### config.mk
export PLATFORM = sky130hd
export DESIGN_NAME = dmem_arbiter
export DESIGN_NICKNAME = d
export VERILOG_FILES = /design/src/rtl/dmem_arbiter.sv
export SDC_FILE = /design/constraint.sdc
export NUM_CORES = 1
export LEC_CHECK = 0
export CAP_MARGIN = 25
export CORE_MARGIN = 2
export CORE_UTILIZATION = 43
export DETAILED_ROUTE_END_ITERATION = 16
export PLACE_DENSITY = 0.78
export SLEW_MARGIN = 20
export SYNTH_ARGS = -nofsm -noshare
export SYNTH_HDL_FRONTEND = slang
export SYNTH_SLANG_ARGS = --single-unit
### constraint.sdc
create_clock -name clk -period 2.4 [get_ports clk]
set_input_delay 0.36 -clock clk [delete_from_list [all_inputs] [get_ports clk]]
set_output_delay 0.36 -clock clk [all_outputs]
set_load 0.1 [all_outputs]
### src/rtl/dmem_arbiter.sv
// Data-memory arbiter: the CPU load/store path has priority. The host port wins after
// STARVE_LIMIT waiting cycles, then owns memory for a locked, auto-incrementing burst.
module dmem_arbiter #(
  parameter int ADDR_WIDTH   = 8,
  parameter int DATA_WIDTH   = 8,
  parameter int LEN_WIDTH    = 4,
  parameter int STARVE_LIMIT = 4
) (
  input  logic                  clk,
  input  logic                  rst_i,
  input  logic                  cpu_req_i,
  input  logic                  cpu_we_i,
  input  logic [ADDR_WIDTH-1:0] cpu_addr_i,
  input  logic [DATA_WIDTH-1:0] cpu_wdata_i,
  output logic                  cpu_gnt_o,
  output logic                  cpu_stall_o,
  output logic                  cpu_rvalid_o,
  output logic [DATA_WIDTH-1:0] cpu_rdata_o,
  input  logic                  host_req_i,
  input  logic                  host_we_i,
  input  logic [ADDR_WIDTH-1:0] host_addr_i,
  input  logic [LEN_WIDTH-1:0]  host_len_i,
  input  logic [DATA_WIDTH-1:0] host_wdata_i,
  output logic                  host_gnt_o,
  output logic                  host_busy_o,
  output logic                  host_rvalid_o,
  output logic [DATA_WIDTH-1:0] host_rdata_o,
  output logic                  mem_writemem_o,
  output logic                  mem_readmem_o,
  output logic [ADDR_WIDTH-1:0] mem_addr_o,
  output logic [DATA_WIDTH-1:0] mem_data_o,
  input  logic [DATA_WIDTH-1:0] mem_q_i
);

  localparam int STARVE_WIDTH = (STARVE_LIMIT < 1) ? 1 : $clog2(STARVE_LIMIT + 1);
  localparam logic [STARVE_WIDTH-1:0] STARVE_MAX = STARVE_WIDTH'(STARVE_LIMIT);

  typedef enum logic {
    IDLE  = 1'b0,
    BURST = 1'b1
  } arbState;

  arbState                 stateReg, stateNext;
  logic [STARVE_WIDTH-1:0] starveCntReg, starveCntNext;
  logic [LEN_WIDTH-1:0]    beatCntReg, beatCntNext;
  logic [LEN_WIDTH-1:0]    lenReg, lenNext;
  logic [ADDR_WIDTH-1:0]   baseReg, baseNext;
  logic                    weReg, weNext;

  logic                    cpuRvalidReg, hostRvalidReg;
  logic [DATA_WIDTH-1:0]   cpuRdataReg, hostRdataReg;

  logic                    cpuGnt, hostGnt, grantWe, starveSat;
  logic [ADDR_WIDTH-1:0]   grantAddr;
  logic [DATA_WIDTH-1:0]   grantData;

  assign starveSat = (starveCntReg >= STARVE_MAX);

  // Grant and burst sequencing; nothing is granted while reset is asserted.
  always_comb begin
    stateNext   = stateReg;
    beatCntNext = beatCntReg;
    lenNext     = lenReg;
    baseNext    = baseReg;
    weNext      = weReg;
    cpuGnt      = 1'b0;
    hostGnt     = 1'b0;
    grantWe     = 1'b0;
    grantAddr   = '0;
    grantData   = '0;
    if (!rst_i) begin
      case (stateReg)
        IDLE: begin
          if (host_req_i && (!cpu_req_i || starveSat)) begin
            hostGnt   = 1'b1;
            grantWe   = host_we_i;
            grantAddr = host_addr_i;
            grantData = host_wdata_i;
            baseNext  = host_addr_i;
            weNext    = host_we_i;
            lenNext   = host_len_i;
            if (host_len_i != '0) begin
              stateNext   = BURST;
              beatCntNext = LEN_WIDTH'(1);
            end else begin
              beatCntNext = '0;
            end
          end else if (cpu_req_i) begin
            cpuGnt    = 1'b1;
            grantWe   = cpu_we_i;
            grantAddr = cpu_addr_i;
            grantData = cpu_wdata_i;
          end
        end
        BURST: begin
          hostGnt   = 1'b1;
          grantWe   = weReg;
          grantAddr = baseReg + ADDR_WIDTH'(beatCntReg);
          grantData = host_wdata_i;
          if (beatCntReg == lenReg) begin
            stateNext   = IDLE;
            beatCntNext = '0;
          end else begin
            beatCntNext = beatCntReg + LEN_WIDTH'(1);
          end
        end
        default: stateNext = IDLE;
      endcase
    end
  end

  always_comb begin
    starveCntNext = starveCntReg;
    if (hostGnt) begin
      starveCntNext = '0;
    end else if (host_req_i && !starveSat) begin
      starveCntNext = starveCntReg + STARVE_WIDTH'(1);
    end
  end

  always_ff @(posedge clk) begin
    if (rst_i) begin
      stateReg     <= IDLE;
      starveCntReg <= '0;
      beatCntReg   <= '0;
      lenReg       <= '0;
      baseReg      <= '0;
      weReg        <= 1'b0;
    end else begin
      stateReg     <= stateNext;
      starveCntReg <= starveCntNext;
      beatCntReg   <= beatCntNext;
      lenReg       <= lenNext;
      baseReg      <= baseNext;
      weReg        <= weNext;
    end
  end

  // Read return: datamem q is valid the cycle after the read edge, which is when
  // rvalid is high; the holding register keeps it once rvalid drops.
  always_ff @(posedge clk) begin
    if (rst_i) begin
      cpuRvalidReg  <= 1'b0;
      hostRvalidReg <= 1'b0;
      cpuRdataReg   <= '0;
      hostRdataReg  <= '0;
    end else begin
      cpuRvalidReg  <= cpuGnt & ~grantWe;
      hostRvalidReg <= hostGnt & ~grantWe;
      if (cpuRvalidReg) begin
        cpuRdataReg <= mem_q_i;
      end
      if (hostRvalidReg) begin
        hostRdataReg <= mem_q_i;
      end
    end
  end

  assign cpu_gnt_o      = cpuGnt;
  assign cpu_stall_o    = cpu_req_i & ~cpuGnt;
  assign cpu_rvalid_o   = cpuRvalidReg;
  assign cpu_rdata_o    = cpuRvalidReg ? mem_q_i : cpuRdataReg;
  assign host_gnt_o     = hostGnt;
  assign host_busy_o    = (stateReg == BURST);
  assign host_rvalid_o  = hostRvalidReg;
  assign host_rdata_o   = hostRvalidReg ? mem_q_i : hostRdataReg;
  assign mem_writemem_o = (cpuGnt | hostGnt) & grantWe;
  assign mem_readmem_o  = (cpuGnt | hostGnt) & ~grantWe;
  assign mem_addr_o     = grantAddr;
  assign mem_data_o     = grantData;

endmodule

==> metrics <==
run status finished with violations; violations in the final reports setup timing; Port-buffer cells 89; Register-to-Register Setup Slack approximately 0.70 ns; startpoint of the worst setup timing path beatCntReg[0]$_SDFFE_PP0N_; count of max-cap constraint violations 0; clock tree from TritonCTS done; fraction of registers with async set or reset after synthesis 0; number of buffers inserted during clock tree synthesis 5; post-synthesis instance total 235; via count of the first global-routing pass 2157; Cell Int Power 1.29 mW; largest vdd supply drop 0.514 mV; Fin Hold WS 0.461 ns; syn avg cell area between 9 and 10 sq um; DRC 0; Clock Tree Buf Depth 2; combined area of all synthesized cells roughly 2200 sq um; fin crit share 1.06; Worst Path Arrival 2.18 ns; kind of critical path flop to output port; P per Cell Area around 550 nW/um^2; number of synthesized register bits 39; routed via count divided by cell count 5.34; setup TNS after final layout -0.276 ns; Vias 2164; clock period minus worst slack approximately 2.5 ns; measured slew at the worst slew-check pin 0.466 ns; endpoint required time on the critical path 2.04 ns; YS warnings 0; number of endpoints with negative hold slack in the final report 0; clock slew at the register clock pins of the worst setup and hold paths roughly 0.080 ns; count of clock tree sinks 39; Clk Latency, worst-skew pair between 0.2 and 0.3 ns; Placement Rows 25; ratio of cells with drive above 1 in the final layout 0.373; worst flop-to-flop path endpoint host_rvalid_o$_SDFF_PP0_; RSZ-0062 raised after global routing true; Detailed Route WL 6440 microns; last element of the critical path mem_addr_o[6]; remaining number of nets flagged by the antenna check after routing 0; HPWL after detailed placement between 4000 and 5000 microns; wire length per cell after detailed routing 15.9 microns; Final Non-Filler Cells 405; filler cell count in the final layout 303; power share of the combinational group 0.442; initial cell density of the core 0.455; maximum fanout along the worst path 2; sequential power share 0.335; net switching component of the power 0.842 mW; Slew Viols, Final 0; class of the most critical hold timing path primary input to flop; Seq/Total Area, Yosys 0.359; kind of start point of the critical path flop; pin count of the biggest net entering global routing 31; startpoint of the lowest-slack register-to-register path starveCntReg[2]$_SDFFE_PP0P_; Top Ports 90; flip-flop cell with the highest count after synthesis sky130_fd_sc_hd__dfxtp_1; total of hold buffers inserted after clock tree synthesis 0; cell area after placement 3700 sq um; P_leak 1.54 nW; Std-Cell Core Area 4790 sq um; Ant. Diodes 0; first-pass iteration count of the detailed router 4; max-slew headroom at the worst pin 0.689; highest clock frequency the design can meet between 300 and 400 MHz; overall track demand over capacity in global routing 0.236; horizontal die dimension roughly 75 microns; grt ovf 0; Sw Ratio 0.394; number of placed instances, taps included 393; # setup viols final 3; signed area change from the synthesized netlist to the final layout 78.3%; CTS root buffer sky130_fd_sc_hd__clkbuf_8; number of distinct library cell variants in the gate-level netlist after synthesis 49; fin area between 3000 and 4000 sq um; wire length of the first global-routing pass between 10000 and 15000 microns; Crit. End Element output port; y dimension of the die 75.1 microns; cell count of the worst reg-to-reg path 5; Final #Nets just under 400; worst setup timing slack at the placement stage 0.0196 ns; min setup slack post-route -0.137 ns; Clk network pwr share 0.223; number of antenna violations at the first check in global routing 0; H-tree levels 2; syn_nets 292; number of flops mapped to enable cells by yosys 0; routability cong. 0.859; Fin Clk Skew 0.0102 ns; iteration-0 DRC count of the detailed router 136; area of the die 5650 sq um
routing by layer:
layer  GRT usage  up-vias  wire length [microns]
met3      0.0669       14                    444
met5           0        -                      0
met1       0.302     1010                   2710
met2       0.375       78                   3130
met4      0.0955        0                    155
li1            -     1062                      -
cell type report:
cell class,count,area (sq um),area share
Inverter,4,15.0,0.00387
Multi-Input combinational cell,177,1480,0.383
Sequential cell,39,791,0.204
Timing Repair Buffer,110,1410,0.363
Clock buffer,6,82.6,0.0213
Tap cell,67,83.8,0.0216
Clock inverter,2,16.3,0.00419
registers in the layout, indices dropped and copies added (netlist names), 3 cells and up:
register	cells
baseReg	8
cpuRdataReg	8
hostRdataReg	8
beatCntReg	4
lenReg	4
starveCntReg	3
through the flow:
step | util | total power [mW]
after floorplan | - | 1.30
after CTS | 0.808 | 2.14
after detailed placement | 0.774 | 1.66
after global placement | 0.774 | 1.65
final | 0.810 | 2.14
after global routing | 0.810 | 2.21
worst min path at each step:
stage                             from                       to  slack (ns)  cells after the start
2_1_floorplan       weReg$_SDFFE_PP0P_       weReg$_SDFFE_PP0P_        0.45                      2
3_3_place_gp   baseReg[3]$_SDFFE_PP0P_  baseReg[3]$_SDFFE_PP0P_        0.47                      2
3_5_place_dp   baseReg[3]$_SDFFE_PP0P_  baseReg[3]$_SDFFE_PP0P_        0.47                      2
4_1_cts                          rst_i  baseReg[6]$_SDFFE_PP0P_        0.45                      2
5_1_grt                          rst_i  baseReg[6]$_SDFFE_PP0P_        0.48                      2
6_report                         rst_i  baseReg[6]$_SDFFE_PP0P_        0.46                      2
worst max-delay path: stages, from the launching register on:
cell	delay, ns
sky130_fd_sc_hd__dfxtp_4	0.37
sky130_fd_sc_hd__ha_4	0.16
sky130_fd_sc_hd__fa_2	0.34
sky130_fd_sc_hd__a211o_1	0.28
sky130_fd_sc_hd__o2111ai_2	0.12
sky130_fd_sc_hd__xor2_2	0.14
sky130_fd_sc_hd__a211oi_4	0.27
sky130_fd_sc_hd__buf_12	0.21
power by group through the flow:
stage	clock [mW]	combinational, mW	sequential, mW
floorplan	0	0.565	0.732
global placement	0	0.925	0.729
detailed placement	0	0.933	0.731
CTS	0.485	0.944	0.715
global route	0.511	0.978	0.720
finish	0.476	0.944	0.715
Yosys cell counts, types with 2 or more instances:
cell / n / share of area
sky130_fd_sc_hd__inv_1: 2 / 0.0035
sky130_fd_sc_hd__nand3_1: 4 / 0.0092
sky130_fd_sc_hd__nand2b_1: 4 / 0.011
sky130_fd_sc_hd__a211o_1: 3 / 0.012
sky130_fd_sc_hd__a31oi_1: 2 / 0.0057
sky130_fd_sc_hd__xnor2_1: 6 / 0.024
sky130_fd_sc_hd__mux2_2: 16 / 0.083
sky130_fd_sc_hd__a211oi_1: 2 / 0.0069
sky130_fd_sc_hd__a21oi_1: 12 / 0.028
sky130_fd_sc_hd__mux2i_1: 11 / 0.051
sky130_fd_sc_hd__dfxtp_1: 39 / 0.36
sky130_fd_sc_hd__or4_1: 2 / 0.0069
sky130_fd_sc_hd__and3_1: 9 / 0.026
sky130_fd_sc_hd__a22o_1: 10 / 0.040
sky130_fd_sc_hd__nor3_1: 6 / 0.014
sky130_fd_sc_hd__ha_1: 6 / 0.035
sky130_fd_sc_hd__clkbuf_1: 8 / 0.014
sky130_fd_sc_hd__a311oi_1: 4 / 0.016
sky130_fd_sc_hd__o21ai_0: 5 / 0.011
sky130_fd_sc_hd__nor2_1: 16 / 0.028
sky130_fd_sc_hd__nor2b_1: 21 / 0.060
sky130_fd_sc_hd__buf_6: 2 / 0.010
sky130_fd_sc_hd__nand2_1: 12 / 0.021
sky130_fd_sc_hd__nand4b_1: 2 / 0.0081
sky130_fd_sc_hd__inv_2: 2 / 0.0035
sky130_fd_sc_hd__buf_2: 5 / 0.011
sky130_fd_sc_hd__xor2_1: 2 / 0.0081
cells in the final DEF, fill, tap and decap left out, types with 3 or more instances in the layout:
master,netlist,routed
sky130_fd_sc_hd__clkbuf_8,0,6
sky130_fd_sc_hd__mux2i_1,11,10
sky130_fd_sc_hd__o21ai_0,5,5
sky130_fd_sc_hd__a211o_1,3,3
sky130_fd_sc_hd__mux2_2,16,16
sky130_fd_sc_hd__dfxtp_1,39,35
sky130_fd_sc_hd__nand3_1,4,4
sky130_fd_sc_hd__xnor2_1,6,6
sky130_fd_sc_hd__ha_1,6,3
sky130_fd_sc_hd__a211oi_4,1,3
sky130_fd_sc_hd__clkdlybuf4s50_1,0,48
sky130_fd_sc_hd__buf_4,0,24
sky130_fd_sc_hd__nor2b_1,21,19
sky130_fd_sc_hd__a22o_2,0,8
sky130_fd_sc_hd__nor3_1,6,3
sky130_fd_sc_hd__a311oi_1,4,4
sky130_fd_sc_hd__a21oi_1,12,10
sky130_fd_sc_hd__nor3_4,0,3
sky130_fd_sc_hd__nand2b_1,4,4
sky130_fd_sc_hd__nor2_1,16,15
sky130_fd_sc_hd__a21oi_2,1,3
sky130_fd_sc_hd__buf_12,0,37
sky130_fd_sc_hd__and3_1,9,9
sky130_fd_sc_hd__nand2_1,12,12
what timing repair did:
action                                 CTS  global route
pin swaps                                5             2
endpoints found under the hold margin    0             0
resized for setup                        8             3
buffers inserted                         4             0
setup endpoints to repair                5            15
gates cloned                             0             0
cells by family after synthesis:
group | Yosys count | synth area share
multiplexers | 27 | 0.133
AND/OR/NAND/NOR | 80 | 0.198
adder cells (fa/ha/maj) | 7 | 0.0437
buffers and inverters | 19 | 0.0426
flip-flops | 39 | 0.359
AO/OA/AOI/OAI | 55 | 0.191
XOR/XNOR | 8 | 0.0322
(Power assumes the default switching activity.)
==> RTL change 1 (config.mk and constraints unchanged) <==
`ADDR_WIDTH`: 8 -> 9.
--- a/src/rtl/dmem_arbiter.sv
+++ b/src/rtl/dmem_arbiter.sv
@@ -3,3 +3,3 @@
 module dmem_arbiter #(
-  parameter int ADDR_WIDTH   = 8,
+  parameter int ADDR_WIDTH   = 9,
   parameter int DATA_WIDTH   = 8,
Ports: changed (resized cpu_addr_i, host_addr_i and mem_addr_o); port bits go from 90 to 93. The function was not compared with the original's and may differ.
==> RTL change 1 against the original RTL <==
- the flow still finishes with violations (setup timing)
- wire length is 12% higher
- synthesized area is 2.5% higher
- clock skew is 0.0060 ns lower
- final area is 5.6% higher
- setup slack better by 0.12 ns
- total power is 5.6% higher
- sequential cell count is 1 higher
- count of clock-buffer cells in the layout stayed put
- die area is 2.4% higher
- sequential power is 3% higher
- final cell count is 2.0% higher
- largest cell class unchanged
- highest routed layer unchanged
==> RTL change 1: results (changes against the original RTL) <==
CTS Buf Count=5 (unchanged); CP startpoint=host_req_i (was beatCntReg[0]$_SDFFE_PP0N_); final setup violation count=2 (was 3); I/O Buffers=92 (was 89); Regs by FF count=baseReg (9), cpuRdataReg (8), hostRdataReg (8) (was baseReg (8), cpuRdataReg (8), hostRdataReg (8)); met3 Use GR=7.11% (was 6.69%); grt met1 use=28.8% (was 30.2%); GP Congestion=0.864 (was 0.859); crit path max-delay cell type=clkdlybuf4s50_1 (was dfxtp_4); Max IR drop VDD=378 uV (was 514 uV); first-pass GRT wire length=11.7 mm (was 10.2 mm); post-synthesis mux area share=12.6% (was 13.3%); Worst EP arrival=2.06 ns (was 2.18 ns); All-Layer GR Usage=24.9% (was 23.6%); Gates resized, CTS repair=19 (was 8); initial antenna violation count=0 (unchanged); Synth Area in Compound Gates=18.6% (was 19.1%); postcts setup bufs=1 (was 4); Reg2Reg Setup Slack=0.67 ns (was 0.70 ns); synth cell count leaders=dfxtp_1, a21oi_1, and2_1, mux2_2, nand2_1 (was dfxtp_1, nor2b_1, mux2_2, nor2_1); layout cells sized above 1=39.1% (was 37.3%); status=complete, but fails checks (unchanged); top sig layer=met4 (unchanged); Leak=1.60 nW (was 1.54 nW); Reg clk slew, reported paths=0.08 ns (about the same); drt total wl=7.22 mm (was 6.44 mm); post-DP HPWL=5.09 mm (was 4.85 mm); DRT iter0 DRCs=110 (was 136); register area share after synthesis=35.9% (about the same); share of synthesized registers carrying an async set or reset=0% (unchanged); clock skew=0.00418 ns (was 0.0102 ns); Post-Synth XOR/XNOR Area=4.32% (was 3.22%); Distinct cells, synth=47 (was 49); failing checks=setup timing (unchanged); Post-Syn Nets=302 (was 292); CTS H-tree lvls=2 (unchanged); met2 GRT Util=44.8% (was 37.5%); Nets=401 (was 394); Synth Area in Adders=4.26% (was 4.37%); WL met2=3.63 mm (was 3.13 mm); Worst-Margin Slew=0.498 ns (was 0.466 ns); largest net degree at the start of global routing=31 (unchanged); R2R Path End=weReg$_SDFFE_PP0P_ (was host_rvalid_o$_SDFF_PP0_); top cells by area, synth=dfxtp_1, mux2_2, and2_1 (was dfxtp_1, mux2_2, nor2b_1); placed inst area=0.00383 sq mm (was 0.00370 sq mm); final worst slack=-0.0190 ns (was -0.137 ns); antenna cell count=0 (unchanged); Max Cap Viol=0 (unchanged); wl on met1=2.84 mm (was 2.71 mm); fillcell total=297 (was 303); vias=2317 (was 2164); CP peak stage delay=0.57 ns (was 0.37 ns); Post-synth EDFFs=0 (unchanged); worst-path maximum fanout=6 (was 2); crit path to=mem_addr_o[2] (was mem_addr_o[6]); CP delay by family, top=buffers and inverters (was compound AO/OA/AOI/OAI gates); met3 WL=573 um (was 444 um)
## RTL change 1: cell families after synthesis
logic type,after synthesis
simple gates,79
xor+xnor,11
compound gates,59
flops,40
fa+ha+maj,7
mux,26
buf+inv,21
## RTL change 1: worst min-delay path by stage
stage	end	cells past startpoint	from	slack, ns
detailed placement	baseReg[3]$_SDFFE_PP0P_	2	baseReg[3]$_SDFFE_PP0P_	0.48
global route	host_rvalid_o$_SDFF_PP0_	2	rst_i	0.47
CTS	beatCntReg[0]$_SDFFE_PP0N_	2	rst_i	0.45
floorplan	weReg$_SDFFE_PP0P_	2	weReg$_SDFFE_PP0P_	0.45
finish	host_rvalid_o$_SDFF_PP0_	2	rst_i	0.47
global placement	weReg$_SDFFE_PP0P_	2	weReg$_SDFFE_PP0P_	0.46
## RTL change 1: power by group
group,internal [mW],switching [mW],leakage [nW]
registers,0.692,0.0413,0.329
clock network,0.272,0.265,0.0530
logic,0.398,0.587,1.21
## RTL change 1: cell type report
cell class / instances / area, sq um / area share [%]
clock buffer: 6 / 93.8 / 2.29
clock inverter: 2 / 16.3 / 0.397
inverter: 4 / 16.3 / 0.397
sequential: 40 / 816 / 19.9
tap: 70 / 87.6 / 2.14
multi-input combinational: 182 / 1650 / 40.2
timing repair buffer: 109 / 1420 / 34.6
## RTL change 1: metrics by stage
stage                     hold slack [ns]  setup slack, ns  util (%)  TNS [ns]  cells
after floorplan                     0.451           -0.152         -    -0.450    243
after global placement              0.464           0.0130      75.9         0    402
after detailed placement            0.481          -0.0345      75.9   -0.0751    402
after CTS                           0.449          -0.0144      80.0   -0.0225    411
after global routing                0.472          -0.0618      81.2    -0.280    413
final                               0.474          -0.0190      81.2   -0.0222    413
==> RTL change 2 (same settings) <==
Made on the original files. Reset style: asynchronous (`rst_i`), changed in 2 clocked blocks.
--- a/src/rtl/dmem_arbiter.sv
+++ b/src/rtl/dmem_arbiter.sv
@@ -120,3 +120,3 @@
 
-  always_ff @(posedge clk) begin
+  always_ff @(posedge clk or posedge rst_i) begin
     if (rst_i) begin
@@ -140,3 +140,3 @@
   // rvalid is high; the holding register keeps it once rvalid drops.
-  always_ff @(posedge clk) begin
+  always_ff @(posedge clk or posedge rst_i) begin
     if (rst_i) begin
Function: differs if rst_i is asserted again (counterexample within 4 cycles, from zero or initial values and one cycle with rst_i high); with rst_i held inactive, the same outputs for 10 cycles.
==> RTL change 2 against the original RTL <==
- the run still ends with setup timing left
- final area is 5.6% higher
- first-iteration DRC count is 35% lower
- sequential share of layout area is 3.6 points higher
- maximum frequency is 0.79% lower
- synthesized cell count is 17% lower
- final cell count is 6.7% lower
- global-route usage is 0.96 points higher
- setup slack worse by 0.020 ns
- sequential cell count stayed put
- wire length is 1.3% higher
- synthesized area is 1.7% higher
- critical path type unchanged
- highest routed layer unchanged
Power is left out: the tool's default activity adds up to more than one toggle a clock period on the data nets, which glitch-free logic cannot reach.
==> RTL change 2: results (changes against the original RTL) <==
status=complete, but fails checks (unchanged); failing checks=setup timing (unchanged); Signal buffers=116 (was 110); CTS Buf Count=5 (unchanged); DRT iter0 DRCs=89 (was 136); layout cells sized above 1=47.7% (was 37.3%); GP Congestion=0.839 (was 0.859); largest net degree at the start of global routing=21 (was 31); final-layout clock buffer total=6 (unchanged); Setup WS pre-CTS=-0.0375 ns (was 0.0196 ns); crit path max-delay cell type=dfrtp_1 (was dfxtp_4); Worst slew margin=71.3% (was 68.9%); Synth Area in Compound Gates=16.8% (was 19.1%); wl on met1=2.65 mm (was 2.71 mm); Tightest Hold Check Type=input pin to async pin (was input pin to flop); Post-synth top flop=dfrtp_1 (was dfxtp_1); CP peak stage delay=0.42 ns (was 0.37 ns); DRT Pass-1 Iters=4 (unchanged); Core ar.=0.00504 sq mm (was 0.00479 sq mm); All-Layer GR Usage=24.5% (was 23.6%); register area share after synthesis=44.1% (was 35.9%); vias in the first global route=2203 (was 2157); Post-Synth XOR/XNOR Area=3.17% (was 3.22%); grt met1 use=28.2% (was 30.2%); met3 Use GR=5.56% (was 6.69%); share of synthesized registers carrying an async set or reset=100% (was 0%); final worst slack=-0.157 ns (was -0.137 ns); WL met2=3.34 mm (was 3.13 mm); post-DP HPWL=4.88 mm (was 4.85 mm); Synth Area in Adders=4.30% (was 4.37%); clock skew=0.00848 ns (was 0.0102 ns); Core Util, Final=81.2% (was 81.0%); first-pass GRT wire length=10.3 mm (was 10.2 mm); post-synthesis mux area share=17.2% (was 13.3%); vias=2057 (was 2164); top cells by area, synth=dfrtp_1, mux2_2, mux2_4 (was dfxtp_1, mux2_2, nor2b_1); Clock buf/inv share=2.87% (was 2.55%); Distinct cells, synth=47 (was 49); Worst EP arrival=2.20 ns (was 2.18 ns); synth cell count leaders=dfrtp_1, mux2_2, nor2_1, o21ai_0, mux2_4 (was dfxtp_1, nor2b_1, mux2_2, nor2_1); Data buffer area share=35.9% (was 36.3%); non-clock inverter count=2 (was 4); Seq area share=23.9% (was 20.4%); Sum Neg Setup Slack=-0.491 ns (was -0.276 ns); met2 GRT Util=44.3% (was 37.5%); Synth Instances=195 (was 235); drt total wl=6.52 mm (was 6.44 mm); placed cells=365 (was 393); CP delay by family, top=compound AO/OA/AOI/OAI gates (unchanged); fillcell total=291 (was 303); multi-input combinational area share=34.9% (was 38.3%); Seq cells=39 (unchanged); final setup violation count=4 (was 3); fin cells=378 (was 405); multi-input gates=143 (was 177); CTS H-tree lvls=2 (unchanged); placed inst area=0.00385 sq mm (was 0.00370 sq mm); met3 WL=421 um (was 444 um); Nets=364 (was 394)
## RTL change 2: changes by cell type in the layout (fill, tap and decap cells not counted), sizes merged, moves of 8 or more
cell and delta:
dfrtp +39, dfxtp -39, nor2b -14, mux2 +13
mux2i -9, and3 -8
## RTL change 2: timing repair
action,CTS,global route
pin swaps,3,4
setup endpoints to repair,7,15
setup buffers,2,3
resized for setup,11,7
## RTL change 2: worst paths after layout
kind,start,endpoint,slack [ns],cells past startpoint
min in group clk,hostRdataReg[5]$_DFF_PP0_,hostRdataReg[5]$_DFF_PP0_,0.54,1
hold / removal,rst_i,baseReg[5]$_DFFE_PP0P_,0.51,2
hold reg to reg,hostRdataReg[5]$_DFF_PP0_,hostRdataReg[5]$_DFF_PP0_,0.54,1
setup / recovery,beatCntReg[0]$_DFFE_PP0P_,mem_addr_o[6],-0.16,7
setup reg to reg,starveCntReg[2]$_DFFE_PP0P_,baseReg[7]$_DFFE_PP0P_,0.69,5
max in group asynchronous,rst_i,host_busy_o$_DFFE_PP0N_,1.42,3
